**src/rtl/iobus_uart_tx.sv**
```systemverilog
// IOBUS-mapped 8N1 UART transmitter with a byte FIFO and a programmable baud divisor.
// Defining UART_TX_PARITY_EN adds an even-parity bit to every frame (8E1).
module iobus_uart_tx #(
    parameter logic [31:0] BASE_ADDR   = 32'h1100_0100,
    parameter int          FIFO_DEPTH  = 8,
    parameter logic [15:0] DIV_DEFAULT = 16'd434
) (
    input  logic        CLK,
    input  logic        RESET_N,
    input  logic [31:0] IOBUS_ADDR,
    input  logic [31:0] IOBUS_OUT,
    input  logic        IOBUS_WR,
    output logic [31:0] RD_DATA,
    output logic        HIT,
    output logic        TX
);
    localparam int PTR_W = $clog2(FIFO_DEPTH);
    localparam int CNT_W = PTR_W + 1;

`ifdef UART_TX_PARITY_EN
    localparam logic PARITY_FLAG = 1'b1;
`else
    localparam logic PARITY_FLAG = 1'b0;
`endif

    typedef enum logic [2:0] {IDLE, START, DATA, PARITY, STOP} state_t;

    function automatic logic even_parity(input logic [7:0] d);
        return ^d;
    endfunction

    logic [7:0]       fifo_mem_r [FIFO_DEPTH];
    logic [PTR_W-1:0] wr_ptr_r;
    logic [PTR_W-1:0] rd_ptr_r;
    logic [CNT_W-1:0] count_r;
    logic             overflow_r;
    logic [15:0]      div_r;
    state_t           state_r;
    logic [7:0]       shift_r;
    logic             parity_r;
    logic [15:0]      bit_div_r;
    logic [15:0]      bit_cnt_r;
    logic [2:0]       bit_idx_r;
    logic             tx_r;

    logic        hit_s;
    logic        wr_data_s;
    logic        wr_status_s;
    logic        wr_div_s;
    logic        full_s;
    logic        empty_s;
    logic        pop_s;
    logic        push_s;
    logic        push_ok_s;
    logic [7:0]  head_s;
    logic [31:0] status_s;

    assign hit_s       = (IOBUS_ADDR[31:4] == BASE_ADDR[31:4]) && (IOBUS_ADDR[3:2] != 2'b11);
    assign wr_data_s   = IOBUS_WR && hit_s && (IOBUS_ADDR[3:2] == 2'b00);
    assign wr_status_s = IOBUS_WR && hit_s && (IOBUS_ADDR[3:2] == 2'b01);
    assign wr_div_s    = IOBUS_WR && hit_s && (IOBUS_ADDR[3:2] == 2'b10);
    assign full_s      = (count_r == CNT_W'(FIFO_DEPTH));
    assign empty_s     = (count_r == {CNT_W{1'b0}});
    assign pop_s       = (state_r == IDLE) && !empty_s;
    assign push_s      = wr_data_s;
    // A push into a full FIFO is still accepted when the FSM frees a slot in the same cycle
    assign push_ok_s   = push_s && (!full_s || pop_s);
    assign head_s      = fifo_mem_r[rd_ptr_r];
    assign status_s    = {16'h0000, 8'(count_r), 3'b000, PARITY_FLAG,
                          overflow_r, empty_s, full_s, (state_r != IDLE)};
    assign HIT         = hit_s;
    assign TX          = tx_r;

    // Read mux: zero unless the address hits a mapped register
    always_comb begin
        RD_DATA = 32'h0000_0000;
        if (hit_s) begin
            case (IOBUS_ADDR[3:2])
                2'b01:   RD_DATA = status_s;
                2'b10:   RD_DATA = {16'h0000, div_r};
                default: RD_DATA = 32'h0000_0000;
            endcase
        end else begin
            RD_DATA = 32'h0000_0000;
        end
    end

    // FIFO storage (contents are don't-care until written)
    always_ff @(posedge CLK) begin
        if (push_ok_s) begin
            fifo_mem_r[wr_ptr_r] <= IOBUS_OUT[7:0];
        end
    end

    // FIFO pointers, occupancy and sticky overflow flag
    always_ff @(posedge CLK) begin
        if (!RESET_N) begin
            wr_ptr_r   <= {PTR_W{1'b0}};
            rd_ptr_r   <= {PTR_W{1'b0}};
            count_r    <= {CNT_W{1'b0}};
            overflow_r <= 1'b0;
        end else begin
            if (push_ok_s) wr_ptr_r <= wr_ptr_r + PTR_W'(1);
            if (pop_s)     rd_ptr_r <= rd_ptr_r + PTR_W'(1);
            case ({push_ok_s, pop_s})
                2'b10:   count_r <= count_r + CNT_W'(1);
                2'b01:   count_r <= count_r - CNT_W'(1);
                default: count_r <= count_r;
            endcase
            if (wr_status_s && IOBUS_OUT[3]) begin
                overflow_r <= 1'b0;
            end else if (push_s && !push_ok_s) begin
                overflow_r <= 1'b1;
            end
        end
    end

    // Baud divisor register; values below 2 would break bit timing
    always_ff @(posedge CLK) begin
        if (!RESET_N) begin
            div_r <= DIV_DEFAULT;
        end else if (wr_div_s) begin
            div_r <= (IOBUS_OUT[15:0] < 16'd2) ? 16'd2 : IOBUS_OUT[15:0];
        end
    end

    // Bit-timing FSM; the divisor is latched per frame so mid-frame DIV writes wait
    always_ff @(posedge CLK) begin
        if (!RESET_N) begin
            state_r   <= IDLE;
            tx_r      <= 1'b1;
            shift_r   <= 8'h00;
            parity_r  <= 1'b0;
            bit_div_r <= DIV_DEFAULT;
            bit_cnt_r <= 16'd0;
            bit_idx_r <= 3'd0;
        end else begin
            case (state_r)
                IDLE: begin
                    if (!empty_s) begin
                        shift_r   <= head_s;
                        parity_r  <= even_parity(head_s);
                        bit_div_r <= div_r;
                        bit_cnt_r <= div_r - 16'd1;
                        tx_r      <= 1'b0;
                        state_r   <= START;
                    end else begin
                        tx_r <= 1'b1;
                    end
                end
                START: begin
                    if (bit_cnt_r == 16'd0) begin
                        tx_r      <= shift_r[0];
                        shift_r   <= {1'b0, shift_r[7:1]};
                        bit_cnt_r <= bit_div_r - 16'd1;
                        bit_idx_r <= 3'd0;
                        state_r   <= DATA;
                    end else begin
                        bit_cnt_r <= bit_cnt_r - 16'd1;
                    end
                end
                DATA: begin
                    if (bit_cnt_r == 16'd0) begin
                        bit_cnt_r <= bit_div_r - 16'd1;
                        if (bit_idx_r == 3'd7) begin
`ifdef UART_TX_PARITY_EN
                            tx_r    <= parity_r;
                            state_r <= PARITY;
`else
                            tx_r    <= 1'b1;
                            state_r <= STOP;
`endif
                        end else begin
                            tx_r      <= shift_r[0];
                            shift_r   <= {1'b0, shift_r[7:1]};
                            bit_idx_r <= bit_idx_r + 3'd1;
                        end
                    end else begin
                        bit_cnt_r <= bit_cnt_r - 16'd1;
                    end
                end
`ifdef UART_TX_PARITY_EN
                PARITY: begin
                    if (bit_cnt_r == 16'd0) begin
                        tx_r      <= 1'b1;
                        bit_cnt_r <= bit_div_r - 16'd1;
                        state_r   <= STOP;
                    end else begin
                        bit_cnt_r <= bit_cnt_r - 16'd1;
                    end
                end
`endif
                STOP: begin
                    tx_r <= 1'b1;
                    if (bit_cnt_r == 16'd0) begin
                        state_r <= IDLE;
                    end else begin
                        bit_cnt_r <= bit_cnt_r - 16'd1;
                    end
                end
                default: begin
                    tx_r    <= 1'b1;
                    state_r <= IDLE;
                end
            endcase
        end
    end
endmodule

```
**config.mk**
```make
export PLATFORM = sky130hd
export DESIGN_NAME = iobus_uart_tx
export DESIGN_NICKNAME = d
export VERILOG_FILES = /design/src/rtl/iobus_uart_tx.sv
export SDC_FILE = /design/constraint.sdc
export NUM_CORES = 1
export LEC_CHECK = 0
export CELL_PAD_IN_SITES_DETAIL_PLACEMENT = 0
export CELL_PAD_IN_SITES_GLOBAL_PLACEMENT = 1
export CORE_UTILIZATION = 46
export DETAILED_ROUTE_END_ITERATION = 10
export PLACE_DENSITY_LB_ADDON = 0.1
export SKIP_CTS_REPAIR_TIMING = 1
export SYNTH_ARGS = -nofsm -noshare
export SYNTH_HDL_FRONTEND = slang
export SYNTH_SLANG_ARGS = --single-unit
```
**constraint.sdc**
```tcl
create_clock -name CLK -period 5.5 [get_ports CLK]
set_input_delay 0.825 -clock CLK [delete_from_list [all_inputs] [get_ports CLK]]
set_output_delay 0.825 -clock CLK [all_outputs]
set_load 0.02 [all_outputs]
```
==> flow_summary.json <==
{
  "worst_ir_drop_vdd_uv": 235,
  "vias_per_cell": 5.74,
  "postSynth.topFlopCell": "sky130_fd_sc_hd__dfxtp_1",
  "leakagePower_uw": 0.00295,
  "reg2reg_slack_ns": 2.32,
  "worstHoldPathCells": 2,
  "final_layout_size_suffix_gt1_share_pct": 9.82,
  "layout.cells.non_filler": 1005,
  "dr.pass1.iters": 5,
  "power_density_nw_per_um2": 428,
  "synth-async-reset-ratio_pct": 0,
  "gr-total-overflow": 0,
  "fin_hold_ws_ns": 0.452,
  "fmax_mhz": 240,
  "insertion_delay_ns": 0.42,
  "worstSetupStartpoint": "IOBUS_ADDR[2]",
  "num_antenna_cells": 0,
  "cts_root_buffer": "sky130_fd_sc_hd__clkbuf_16",
  "initialDrtViolationCount": 389,
  "timing_worst_setup_path_type": "in -> out",
  "clk_pin_slew_worst_paths_ns": 0.06,
  "final_cycle_share_pct": 75.8,
  "hp-start": "shift_r[6]",
  "initial_utilization_pct": 47.8,
  "unrepaired_setup_endpoints_after_global_routing": "no",
  "max-clock-path-buffers": 2,
  "layout.core_utilization_pct": 56.4,
  "cts_inserted_buffers": 17,
  "tritoncts": "built",
  "synth_top_area_cell": "sky130_fd_sc_hd__edfxtp_1",
  "place.gp.congestion": 0.844,
  "synth.area.top_cells": "sky130_fd_sc_hd__edfxtp_1, sky130_fd_sc_hd__dfxtp_1, sky130_fd_sc_hd__nand2_1",
  "vias": 5764,
  "io_buffers": 66,
  "synth.avg_cell_area_um2": 10.0,
  "synth_enable_flop_cells": 64,
  "setup_tns_ns": 0,
  "synth_sequential_area_ratio_pct": 47.2,
  "startpoint_kind_of_the_worst_setup_timing_path": "input pin",
  "boundaryPins": 101,
  "worstPathRequired_ns": 4.68,
  "hold_class": "reg -> reg",
  "max-cap-violations": 0,
  "chipHeight_um": 128,
  "drtAntennaViolNets": 0,
  "synthToLayoutAreaGrowth_pct": 18.1,
  "worst_slew_pin_slew_ns": 1.06,
  "setup_viol_count_final": 0,
  "finish.net_count": 861,
  "synth_warn": 0,
  "most-common-layout-cells": "sky130_fd_sc_hd__nand2_1, sky130_fd_sc_hd__dfxtp_1, sky130_fd_sc_hd__clkdlybuf4s50_1",
  "drcViolationCount": 0,
  "fp.dieArea_um2": 16500,
  "core.rowCount": 45,
  "timing.rr.end": "count_r[2]",
  "maxSlewHeadroom_pct": 29.1,
  "floorplan.die.width_um": 128,
  "detailedPlacementHpwl_um": 13100,
  "grt_antenna_before_repair": 0,
  "syn_area_um2": 7340,
  "numClockSinks": 141,
  "clock_skew_ns": 0.00880,
  "run_status": "finished, final reports clean",
  "routedWlPerCell_um": 18.0,
  "ys_ff_latch": 141,
  "first_global_vias": 5463,
  "grt_first_pass_wirelength_um": 29000,
  "wirelength_um": 18100,
  "ff2ff_path_depth": 9,
  "final-max-slew-violation-count": 0,
  "final_period_minus_worst_setup_slack_ns": 4.17,
  "worst_min_delay_path_endpoint": "shift_r[6]",
  "critPathMaxFanout": 12,
  "worstPathArrival_ns": 3.35,
  "synth.top_cell.area_share_pct": 26.2,
  "regToRegStartpoint": "state_r[0]",
  "layout.cells.most_common": "sky130_fd_sc_hd__nand2_1",
  "netlist_instances": 731,
  "grt_max_degree": 44,
  "timing.final.hold_violations": 0,
  "cts.htree.levels": 4,
  "end_kind": "output pin",
  "netlist-cell-type-count": 72,
  "groute.usage.overall_pct": 23.4,
  "dp_cells": 973,
  "coreArea_um2": 15400
}
[how the worst max path moves through the flow]
stage          cells after the start                to
6_report                           8        RD_DATA[2]
5_1_grt                            8       RD_DATA[11]
4_1_cts                            8       RD_DATA[10]
3_5_place_dp                       8        RD_DATA[2]
3_3_place_gp                       8        RD_DATA[9]
2_1_floorplan                      8  fifo_mem_r[4][0]
[flip-flops by register name (all words and copies together), names as in the netlist, named ones only]
name / cells
count_r: 4
bit_idx_r: 3
overflow_r: 1
state_r: 3
shift_r: 8
bit_div_r: 16
div_r: 16
TX: 1
rd_ptr_r: 3
bit_cnt_r: 16
wr_ptr_r: 3
fifo_mem_r: 64
[final cells by class]
| type | count | area [um^2] |
|---|---|---|
| Clock buffer | 18 | 429 |
| Inverter | 12 | 45.0 |
| Clock inverter | 14 | 183 |
| Sequential cell | 141 | 3460 |
| Timing Repair Buffer | 74 | 716 |
| Multi-Input combinational cell | 535 | 3570 |
| Fill cell | 1317 | 6700 |
| Tap cell | 211 | 264 |
[cells in the mapped netlist (11+ instances only)]
cell type / count
sky130_fd_sc_hd__a21oi_1: 15
sky130_fd_sc_hd__a21boi_0: 25
sky130_fd_sc_hd__nand2_1: 117
sky130_fd_sc_hd__mux4_2: 16
sky130_fd_sc_hd__inv_1: 12
sky130_fd_sc_hd__dfxtp_1: 77
sky130_fd_sc_hd__nor4_1: 16
sky130_fd_sc_hd__a22oi_1: 11
sky130_fd_sc_hd__clkbuf_1: 23
sky130_fd_sc_hd__nor2_1: 40
sky130_fd_sc_hd__xor2_1: 13
sky130_fd_sc_hd__mux2i_1: 11
sky130_fd_sc_hd__a21boi_1: 11
sky130_fd_sc_hd__o21ai_0: 25
sky130_fd_sc_hd__edfxtp_1: 64
sky130_fd_sc_hd__buf_4: 20
sky130_fd_sc_hd__xnor2_1: 19
sky130_fd_sc_hd__buf_2: 12
sky130_fd_sc_hd__ha_1: 13
sky130_fd_sc_hd__nand3_1: 22
sky130_fd_sc_hd__nor3_1: 23
[power by group]
part / leakage [uW] / switching, uW / internal, uW
Sequential: 0.00120 / 151 / 1190
Combinational: 0.00146 / 719 / 458
Clock: 0.000289 / 469 / 724
[critical path: stages]
cell	delay [ns]
sky130_fd_sc_hd__clkdlybuf4s50_1	0.45
sky130_fd_sc_hd__ha_1	0.23
sky130_fd_sc_hd__nor4_1	0.15
sky130_fd_sc_hd__and4_1	0.27
sky130_fd_sc_hd__and2_1	0.39
sky130_fd_sc_hd__nand2_1	0.25
sky130_fd_sc_hd__nor2_1	0.15
sky130_fd_sc_hd__clkdlybuf4s50_1	0.62
[cells by family (layout without fill, tap and decap cells)]
group,after synthesis,after routing,share of synthesized area [%]
multiplexers,27,27,6.41
XOR/XNOR,32,32,3.82
buffers and inverters,70,118,4.92
AO/OA/AOI/OAI,148,148,14.3
AND/OR/NAND/NOR,299,299,21.1
flip-flops,141,141,47.2
other,1,16,0.0511
adder cells (fa/ha/maj),13,13,2.22
[metal layers]
metal | track usage [%] | part of all wire (%)
met1 | 31.6 | 47
met2 | 37.7 | 46
met3 | 5.03 | 5.7
met4 | 7.20 | 1.5
met5 | 0 | 0
[through the flow]
step	power [uW]	area [um^2]	worst slack, ns
floorplan	2250	7400	2.46
global placement	2510	8060	1.39
detailed placement	2530	8060	1.35
CTS	3720	8670	1.35
global route	3920	8670	1.18
finish	3710	8670	1.33
(Power assumes the default switching activity.)
